[config.mk]
export PLATFORM = sky130hd
export DESIGN_NAME = mem_port_arbiter_flat
export DESIGN_NICKNAME = d
export VERILOG_FILES = /design/src/rtl/mem_port_arbiter_pkg.sv /design/src/rtl/mem_port_arbiter_if.sv /design/src/rtl/mem_port_arbiter_pick.sv /design/src/rtl/mem_port_arbiter.sv /design/src/flat_wrapper.sv
export SDC_FILE = /design/constraint.sdc
export NUM_CORES = 1
export LEC_CHECK = 0
export CAP_MARGIN = 20
export CORE_MARGIN = 2
export CORE_UTILIZATION = 40
export DETAILED_ROUTE_END_ITERATION = 8
export GPL_TIMING_DRIVEN = 0
export PLACE_DENSITY = 0.93
export SYNTH_ARGS = -nofsm -noshare
export SYNTH_HDL_FRONTEND = slang
export SYNTH_SLANG_ARGS = --single-unit
[constraint.sdc]
create_clock -name clk -period 2.1 [get_ports clk]
set_input_delay 0.42 -clock clk [delete_from_list [all_inputs] [get_ports clk]]
set_output_delay 0.42 -clock clk [all_outputs]
set_load 0.02 [all_outputs]
[src/rtl/mem_port_arbiter_pkg.sv]
// mem_arb_pkg: shared states, op codes, sub-word selects and grant ids for mem_port_arbiter
package mem_arb_pkg;
  typedef enum logic [1:0] {IDLE, READ, WRITE, RESP} state_t;
  typedef enum logic [1:0] {OP_NONE, OP_READ, OP_WRITE} op_t;
  localparam logic [1:0] WSRC_WORD = 2'b00;
  localparam logic [1:0] WSRC_BYTE = 2'b01;
  localparam logic [1:0] WSRC_HALF = 2'b10;
  localparam logic [1:0] WSRC_RSVD = 2'b11;
  localparam logic GRANT_M0 = 1'b0;
  localparam logic GRANT_M1 = 1'b1;
  function automatic op_t decode_op(input logic rd, input logic wr);
    return wr ? OP_WRITE : rd ? OP_READ : OP_NONE;
  endfunction
endpackage

[src/rtl/mem_port_arbiter_if.sv]
// mem_port_arbiter_if: one requester port; master is the requester, slave is the arbiter
interface mem_port_arbiter_if #(parameter int ADDR_W = 32);
  logic req;
  logic read;
  logic write;
  logic [ADDR_W-1:0] addr;
  logic [31:0] wdata;
  logic [1:0] wsrc;
  logic ack;
  logic [31:0] rdata;
  modport master(output req, read, write, addr, wdata, wsrc, input ack, rdata);
  modport slave(input req, read, write, addr, wdata, wsrc, output ack, rdata);
endinterface

[src/rtl/mem_port_arbiter_pick.sv]
// mem_arb_pick: two-requester grant select, round-robin unless MEM_ARB_FIXED_PRIO_EN gives m0 priority
module mem_arb_pick
  import mem_arb_pkg::*;
(
  input  logic req0,
  input  logic req1,
`ifndef MEM_ARB_FIXED_PRIO_EN
  input  logic last_grant,
`endif
  output logic grant_valid,
  output logic grant_id
);
  assign grant_valid = req0 | req1;
`ifdef MEM_ARB_FIXED_PRIO_EN
  assign grant_id = req0 ? GRANT_M0 : GRANT_M1;
`else
  assign grant_id = req0 && req1 ? ~last_grant : req0 ? GRANT_M0 : GRANT_M1;
`endif
endmodule

[src/rtl/mem_port_arbiter.sv]
// mem_port_arbiter: serialises two requesters onto one async word memory (MEM_ARB_FIXED_PRIO_EN = m0 wins ties)
module mem_port_arbiter
  import mem_arb_pkg::*;
#(
  parameter int READ_WAIT = 3,
  parameter int ADDR_W    = 32
) (
  input  logic              clk,
  input  logic              reset,
  mem_port_arbiter_if.slave m0,
  mem_port_arbiter_if.slave m1,
  output logic              mem_read,
  output logic              mem_write,
  output logic [ADDR_W-1:0] mem_addr,
  output logic [31:0]       mem_write_data,
  output logic [1:0]        mem_write_data_src,
  input  logic [31:0]       mem_read_data
);
  localparam int CW = READ_WAIT > 1 ? $clog2(READ_WAIT) : 1;
  state_t state, state_d;
  op_t op;
  logic grant_valid, grant_id, take, cap, gid, gid_d, ack0, ack1;
  logic [CW-1:0] cnt, cnt_d;
  logic [ADDR_W-1:0] addr_d;
  logic [31:0] wdata_d, rdata0, rdata1;
  logic [1:0] wsrc_d;
`ifndef MEM_ARB_FIXED_PRIO_EN
  logic last_grant;
`endif
  mem_arb_pick u_pick (
    .req0       (m0.req),
    .req1       (m1.req),
`ifndef MEM_ARB_FIXED_PRIO_EN
    .last_grant (last_grant),
`endif
    .grant_valid(grant_valid),
    .grant_id   (grant_id)
  );
  assign op   = decode_op(grant_id ? m1.read : m0.read, grant_id ? m1.write : m0.write);
  assign take = state == IDLE && grant_valid;
  assign cap  = state == READ && cnt == '0;
  always_ff @(posedge clk or negedge reset) begin
    if (!reset) state <= IDLE;
    else state <= state_d;
  end
  always_comb begin
    state_d = state;
    case (state)
      IDLE:    state_d = !grant_valid ? IDLE : op == OP_WRITE ? WRITE : op == OP_READ ? READ : RESP;
      READ:    state_d = cap ? RESP : READ;
      WRITE:   state_d = RESP;
      default: state_d = IDLE;
    endcase
  end
  // Request fields are captured only at grant so the memory sees them stable for the whole access.
  always_comb begin
    gid_d   = take ? grant_id : gid;
    addr_d  = take ? (grant_id ? m1.addr : m0.addr) : mem_addr;
    wdata_d = take ? (grant_id ? m1.wdata : m0.wdata) : mem_write_data;
    wsrc_d  = take ? (grant_id ? m1.wsrc : m0.wsrc) : mem_write_data_src;
    cnt_d   = state_d != READ ? '0 : state == READ ? cnt - 1'b1 : CW'(READ_WAIT - 1);
  end
  always_ff @(posedge clk or negedge reset) begin
    if (!reset) begin
      gid                <= GRANT_M0;
      cnt                <= '0;
      mem_read           <= 1'b0;
      mem_write          <= 1'b0;
      mem_addr           <= '0;
      mem_write_data     <= '0;
      mem_write_data_src <= '0;
      ack0               <= 1'b0;
      ack1               <= 1'b0;
      rdata0             <= '0;
      rdata1             <= '0;
`ifndef MEM_ARB_FIXED_PRIO_EN
      last_grant         <= GRANT_M1;
`endif
    end else begin
      gid                <= gid_d;
      cnt                <= cnt_d;
      mem_read           <= state_d == READ;
      mem_write          <= state_d == WRITE && wsrc_d != WSRC_RSVD;
      mem_addr           <= addr_d;
      mem_write_data     <= wdata_d;
      mem_write_data_src <= wsrc_d;
      ack0               <= state_d == RESP && gid_d == GRANT_M0;
      ack1               <= state_d == RESP && gid_d == GRANT_M1;
      if (cap && gid == GRANT_M0) rdata0 <= mem_read_data;
      if (cap && gid == GRANT_M1) rdata1 <= mem_read_data;
`ifndef MEM_ARB_FIXED_PRIO_EN
      if (take) last_grant <= grant_id;
`endif
    end
  end
  assign m0.ack   = ack0;
  assign m0.rdata = rdata0;
  assign m1.ack   = ack1;
  assign m1.rdata = rdata1;
endmodule

[src/flat_wrapper.sv]
// flat-port wrapper written by rule: the top's interface ports become plain ports
module mem_port_arbiter_flat import mem_arb_pkg::*;
#(
  parameter int READ_WAIT = 3,
  parameter int ADDR_W    = 32
)
  (clk, reset, mem_read, mem_write, mem_addr, mem_write_data, mem_write_data_src, mem_read_data, m0_req, m0_read, m0_write, m0_addr, m0_wdata, m0_wsrc, m0_ack, m0_rdata, m1_req, m1_read, m1_write, m1_addr, m1_wdata, m1_wsrc, m1_ack, m1_rdata);
  mem_port_arbiter_if #(.ADDR_W(ADDR_W)) m0_i ();
  mem_port_arbiter_if #(.ADDR_W(ADDR_W)) m1_i ();
  input  logic clk;
  input  logic reset;
  output logic mem_read;
  output logic mem_write;
  output logic [ADDR_W-1:0] mem_addr;
  output logic [31:0] mem_write_data;
  output logic [1:0] mem_write_data_src;
  input  logic [31:0] mem_read_data;
  input wire logic [$bits(m0_i.req)-1:0] m0_req;
  input wire logic [$bits(m0_i.read)-1:0] m0_read;
  input wire logic [$bits(m0_i.write)-1:0] m0_write;
  input wire logic [$bits(m0_i.addr)-1:0] m0_addr;
  input wire logic [$bits(m0_i.wdata)-1:0] m0_wdata;
  input wire logic [$bits(m0_i.wsrc)-1:0] m0_wsrc;
  output wire logic [$bits(m0_i.ack)-1:0] m0_ack;
  output wire logic [$bits(m0_i.rdata)-1:0] m0_rdata;
  input wire logic [$bits(m1_i.req)-1:0] m1_req;
  input wire logic [$bits(m1_i.read)-1:0] m1_read;
  input wire logic [$bits(m1_i.write)-1:0] m1_write;
  input wire logic [$bits(m1_i.addr)-1:0] m1_addr;
  input wire logic [$bits(m1_i.wdata)-1:0] m1_wdata;
  input wire logic [$bits(m1_i.wsrc)-1:0] m1_wsrc;
  output wire logic [$bits(m1_i.ack)-1:0] m1_ack;
  output wire logic [$bits(m1_i.rdata)-1:0] m1_rdata;
  assign m0_i.req = m0_req;
  assign m0_i.read = m0_read;
  assign m0_i.write = m0_write;
  assign m0_i.addr = m0_addr;
  assign m0_i.wdata = m0_wdata;
  assign m0_i.wsrc = m0_wsrc;
  assign m0_ack = m0_i.ack;
  assign m0_rdata = m0_i.rdata;
  assign m1_i.req = m1_req;
  assign m1_i.read = m1_read;
  assign m1_i.write = m1_write;
  assign m1_i.addr = m1_addr;
  assign m1_i.wdata = m1_wdata;
  assign m1_i.wsrc = m1_wsrc;
  assign m1_ack = m1_i.ack;
  assign m1_rdata = m1_i.rdata;
  mem_port_arbiter #(.READ_WAIT(READ_WAIT), .ADDR_W(ADDR_W)) u_core (.clk(clk), .reset(reset), .m0(m0_i), .m1(m1_i), .mem_read(mem_read), .mem_write(mem_write), .mem_addr(mem_addr), .mem_write_data(mem_write_data), .mem_write_data_src(mem_write_data_src), .mem_read_data(mem_read_data));
endmodule
* Yosys cells after proc, flatten, opt, wreduce, memory -nomap -nowiden
Cells that the tools add are included.
** Storage, ports and cells
- Flip-flop bits (word level) :: 140
- Input port bits :: 172
- Logic and storage cells :: 55
** Cells by class
- Add/subtract/negate cells :: 1
- Equal/unequal tests :: 9
- Muxes and demuxes :: 18
- Bitwise gates (word level) :: 4
- Reductions and logical operators :: 10
** Operators by type and width (number)
- two-way mux 32 bit :: 2
- two-way mux 2 bit :: 9
- == test 2 bit (second input constant) :: 4
- logical AND 1 bit :: 8
- == test 2 x 1 -> 1 bit (second input constant) :: 3
- two-way mux 1 bit :: 6
- one-hot mux 2 bit (3 select lines) :: 1
- logical NOT 2 bit :: 2
- inverter 1 bit :: 3
- != test 2 x 1 -> 1 bit (second input constant) :: 1
- != test 2 bit (second input constant) :: 1
- subtractor 2 x 1 -> 2 bit (second input constant) :: 1
- OR 1 bit :: 1

* Depth between registers and ports, before layout
- Depth after elaboration :: 12
- Gate-level depth with buffers :: 8
- Gate-level depth less buffers :: 6

* By module
Synthesis repeated with hierarchy kept, for this count alone.
** Unflattened totals
- Cell total of the unflattened synthesis :: 469
- Area, all modules :: 5866.9 um^2
** By module, submodules not included
- mem_port_arbiter :: instances 1, cells each 466, area each 5851.9 um^2, sequential area each 3504.6 um^2
- mem_arb_pick :: instances 1, cells each 3, area each 15.0 um^2, sequential area each 0.0 um^2

* Least setup slack after synthesis
Ideal clock, no wire load.
- Kind :: register -> register
- Start :: register u_core.state[0]
- End :: register u_core.cnt[1]
- Arrival time :: 1469 ps
- Slack :: 511 ps
- Cell stages (with the launch flop) :: 7
- Cell sequence :: dfrtp_1 -> inv_1 -> ha_1 -> o21ai_4 -> buf_6 -> o31a_4 -> and4b_1
** Between the ends
- Word-level cells in the longest chain between the ends :: 6
- Elaborated cells between the ends (all ways) :: 9
** Ends and longest elaborated chain
- from (decl) :: RTL line mem_port_arbiter.sv:20 : state_t state, state_d;
- from (signal assigned) :: RTL line mem_port_arbiter.sv:44 : else state <= state_d;
- == test 2 x 1 -> 1 bit :: RTL line mem_port_arbiter.sv:41, mem_port_arbiter.sv:48, mem_port_arbiter.sv:61
- logical AND 1 bit :: RTL line mem_port_arbiter.sv:41 : assign cap = state == READ && cnt == '0;
- two-way mux 2 bit :: RTL line mem_port_arbiter.sv:50 : READ: state_d = cap ? RESP : READ;
- one-hot mux 2 bit (3 select lines) :: RTL line mem_port_arbiter.sv:48 : case (state)
- != test 2 x 1 -> 1 bit :: RTL line mem_port_arbiter.sv:61 : cnt_d = state_d != READ ? '0 : state == READ ? cnt - 1'b1 : CW'(READ_WAIT - 1);
- two-way mux 2 bit * :: RTL line mem_port_arbiter.sv:61
- named net u_core.cnt_d[1] :: RTL line mem_port_arbiter.sv:23 : logic [CW-1:0] cnt, cnt_d;
- to (signal assigned) :: RTL line mem_port_arbiter.sv:81 : cnt <= cnt_d;
- to (decl) :: RTL line mem_port_arbiter.sv:23
The timed path passes the listed nets; every way through them passes the cells marked *.
A chain may end at the register's enable or synchronous reset.

* Worst setup path after layout
- Start :: register u_core.state[0]
- End :: register u_core.mem_write
** Between the ends
- Elaborated cells between the ends (all ways) :: 11
** RTL lines
- logical NOT 2 bit :: RTL line mem_port_arbiter.sv:40 : assign take = state == IDLE && grant_valid;
- logical AND 1 bit :: RTL line mem_port_arbiter.sv:40
- two-way mux 2 bit :: RTL line mem_port_arbiter.sv:60 : wsrc_d = take ? (grant_id ? m1.wsrc : m0.wsrc) : mem_write_data_src;
- named net u_core.wsrc_d[1] :: RTL line mem_port_arbiter.sv:26 : logic [1:0] wsrc_d;
- != test 2 bit :: RTL line mem_port_arbiter.sv:83 : mem_write <= state_d == WRITE && wsrc_d != WSRC_RSVD;
- logical AND 1 bit :: RTL line mem_port_arbiter.sv:83
- to (signal assigned) :: RTL line mem_port_arbiter.sv:68 : mem_write <= 1'b0;
- to (signal assigned) :: RTL line mem_port_arbiter.sv:83
- to (decl) :: RTL line mem_port_arbiter.sv:13 : output logic mem_write,
The timed path passes the listed nets, and every way through them passes these cells.

==> out/results.tsv <==
stage	metric	value	unit
status	status	complete, no violations	
sta	post-layout worst setup margin	0.252	ns
floorplanning	Rows	44	
yosys	Synth cell types	34	
floorplanning	Die Height	126	um
global_routing	vias in the first global route	5370	
routing	Routed WL per cell	17.5	um
routing	drt pass-1 iters	4	
floorplanning	I/O pin total	306	
placement	routability cong.	0.804	
clock_network	CTS Sinks	140	
pwr	Leakage	0.00431	uW
global_routing	antenna violations before repair	1	
pwr	power per cell area	1560	nW/um^2
placement	placed cell count	962	
clock_network	Clock transition at path regs	0.06	ns
routing	Vias/cell	4.96	
placement	pre-CTS setup slack	-0.175	ns
yosys	EDFF count, synth	0	
yosys	Cells after Synth	473	
clock_network	CTS tree	built	
routing	wirelength, routed	17400	um
sta	RSZ-0062 raised after global routing	no	
clock_network	htree depth	4	
floorplanning	die area	15900	sq um
hold_path	Hold Path Class	input pin to flip-flop	
pwr	VDD IR max	0.641	mV
sta	fin crit share	88.0	%
placement	Buffers on Ports	304	
critical_path	Worst Path Max Fanout	10	
sta	Least-Margin Pin Slew	0.575	ns
yosys	asr flop ratio synth	100	%
yosys	Syn Nets	650	
final_layout	Area Overhead vs Synth	65.3	%
clock_network	CTS buffer count	17	
routing	Post-route DRC	0	
yosys	count of state elements after synthesis	140	
sta	Max Fclk	541	MHz
sta	setup violators final	0	
critical_path	CP Capture Type	flip-flop	
routing	ANT nets after route	0	
yosys	Post-Syn Area	5950	sq um
global_routing	first-pass GRT wire length	27600	um
final_layout	Finished Layout Cells	996	
routing	via count	4945	
floorplanning	CORE AREA	14500	sq um
critical_path	critical path type	flip-flop to flip-flop	
yosys	Synth Flop Type	dfrtp_1	
global_routing	largest net degree at the start of global routing	91	
placement	placed cell area	9260	sq um
clock_network	Root Buffer	clkbuf_16	
sta	Tmin final	1.85	ns
global_routing	Global Route Usage Sum	22.3	%
clock_network	clock latency on the worst-skew pair	0.41	ns
final_layout	layout cells sized above 1	7.77	%
sta	max-slew violation count	0	
pwr	total power	15400	uW
floorplanning	Initial Util	41.0	%
yosys	Syn Area/Cell	12.6	sq um
critical_path	Worst EP required	2.40	ns
floorplanning	chip width	126	um
run	Max Cap Viol	0	
yosys	synth warn	0	
critical_path	Startpoint Class	flip-flop	
routing	drt initial violations	131	
global_routing	total grt overflow	0	
sta	Fin. Hold Viols	0	
clock_network	Max clock buf depth	2	
yosys	sequential cell area fraction in the yosys report	58.9	%
sta	Worst Skew	0.00829	ns
final_layout	nets	975	
placement	half-perimeter wire length after placement	13700	um
sta	Rel. slew slack	61.7	%
clock_network	setup bufs post-CTS	0	
final_layout	final instance area	9840	sq um
critical_path	CP arrival	2.15	ns
kinds of logic after synthesis:
family | after synthesis | synth area share, %
AND/OR/NAND/NOR | 84 | 6.43
AO/OA/AOI/OAI | 82 | 7.82
buffers and inverters | 34 | 2.98
adder cells (fa/ha/maj) | 5 | 1.05
flip-flops | 140 | 58.9
multiplexers | 128 | 22.9
area by class of cell:
type / instances / area, sq um
diodes: 1 / 2.50
plain buffers: 29 / 159
clock buffers: 18 / 439
clock inverters: 14 / 134
fillers: 1066 / 4690
inverters: 5 / 18.8
multi-input cells: 299 / 2270
flip-flops and latches: 140 / 3500
well taps: 184 / 230
repair buffers: 306 / 3080
metrics by stage:
stage,setup TNS (ns),hold slack (ns),util [%]
final,0,0.232,67.7
after global routing,0,0.233,67.7
after CTS,0,0.212,67.7
after detailed placement,-5.82,0.398,63.7
after global placement,-677.06,0.466,63.5
after floorplan,0,0.124,-
worst paths after layout:
kind,startpoint,end,slack (ns),depth (start not counted)
worst max-delay path,u_core.state[0],u_core.mem_write,0.25,7
worst min register to register,u_core.mem_write_data[1],u_core.mem_write_data[1],0.49,2
max in group asynchronous,reset,u_core.last_grant,0.79,3
worst max register to register,u_core.state[0],u_core.mem_write,0.25,7
min in group asynchronous,reset,u_core.mem_addr[21],0.51,2
worst min-delay path,m0_req,u_core.last_grant,0.23,2
flip-flops by register name, indices dropped and copies added (netlist names):
name,cells
u_core.gid,1
u_core.m0.ack,1
u_core.m1.rdata,32
u_core.mem_write_data,32
u_core.mem_addr,32
u_core.mem_write,1
u_core.mem_write_data_src,2
u_core.m1.ack,1
u_core.state,2
u_core.cnt,2
u_core.m0.rdata,32
u_core.mem_read,1
u_core.last_grant,1
Yosys cell counts, types with 4 or more instances:
library cell | n | share of area, %
a31oi_1 | 4 | 0.42
mux2_1 | 64 | 12
ha_1 | 5 | 1.1
mux2i_1 | 64 | 11
a21oi_1 | 4 | 0.34
nand2_1 | 66 | 4.2
nor2_1 | 6 | 0.38
buf_2 | 10 | 0.84
clkbuf_1 | 10 | 0.63
buf_4 | 6 | 0.76
inv_1 | 4 | 0.25
dfrtp_1 | 139 | 58
o21ai_1 | 64 | 5.4
worst max-delay path, stage by stage (launching register included):
cell       delay [ns]
dfrtp_1          0.40
inv_1            0.09
ha_1             0.26
o21ai_4          0.14
buf_6            0.17
a31oi_1          0.17
a21oi_1          0.12
a2111oi_2        0.38
power by group:
part	switching, uW	internal (uW)
Clock	1210	1680
Sequential	694	4070
Combinational	4000	3700
Total	5900	9450
layout by cell type (no fill, tap or decap), types with 10 or more instances in the layout:
cell type and instances:
nand2_1 66, clkbuf_1 10, buf_2 10, dfrtp_1 139
mux2i_1 64, mux2_1 64, clkbuf_16 17, clkdlybuf4s50_1 303
o21ai_1 64
repair_timing:
item | in CTS | in global routing
hold buffers | 1 | 0
gates resized for setup | 0 | 0
hold endpoints to repair | 50 | 0
metal layers:
metal	track usage (%)	share of wire (%)	up-vias
met4	8.92	2.1	0
met1	24.9	39	2409
li1	-	-	2310
met5	0	0	-
met3	6.46	6.3	29
met2	39.9	53	197
(Power assumes the default switching activity.)
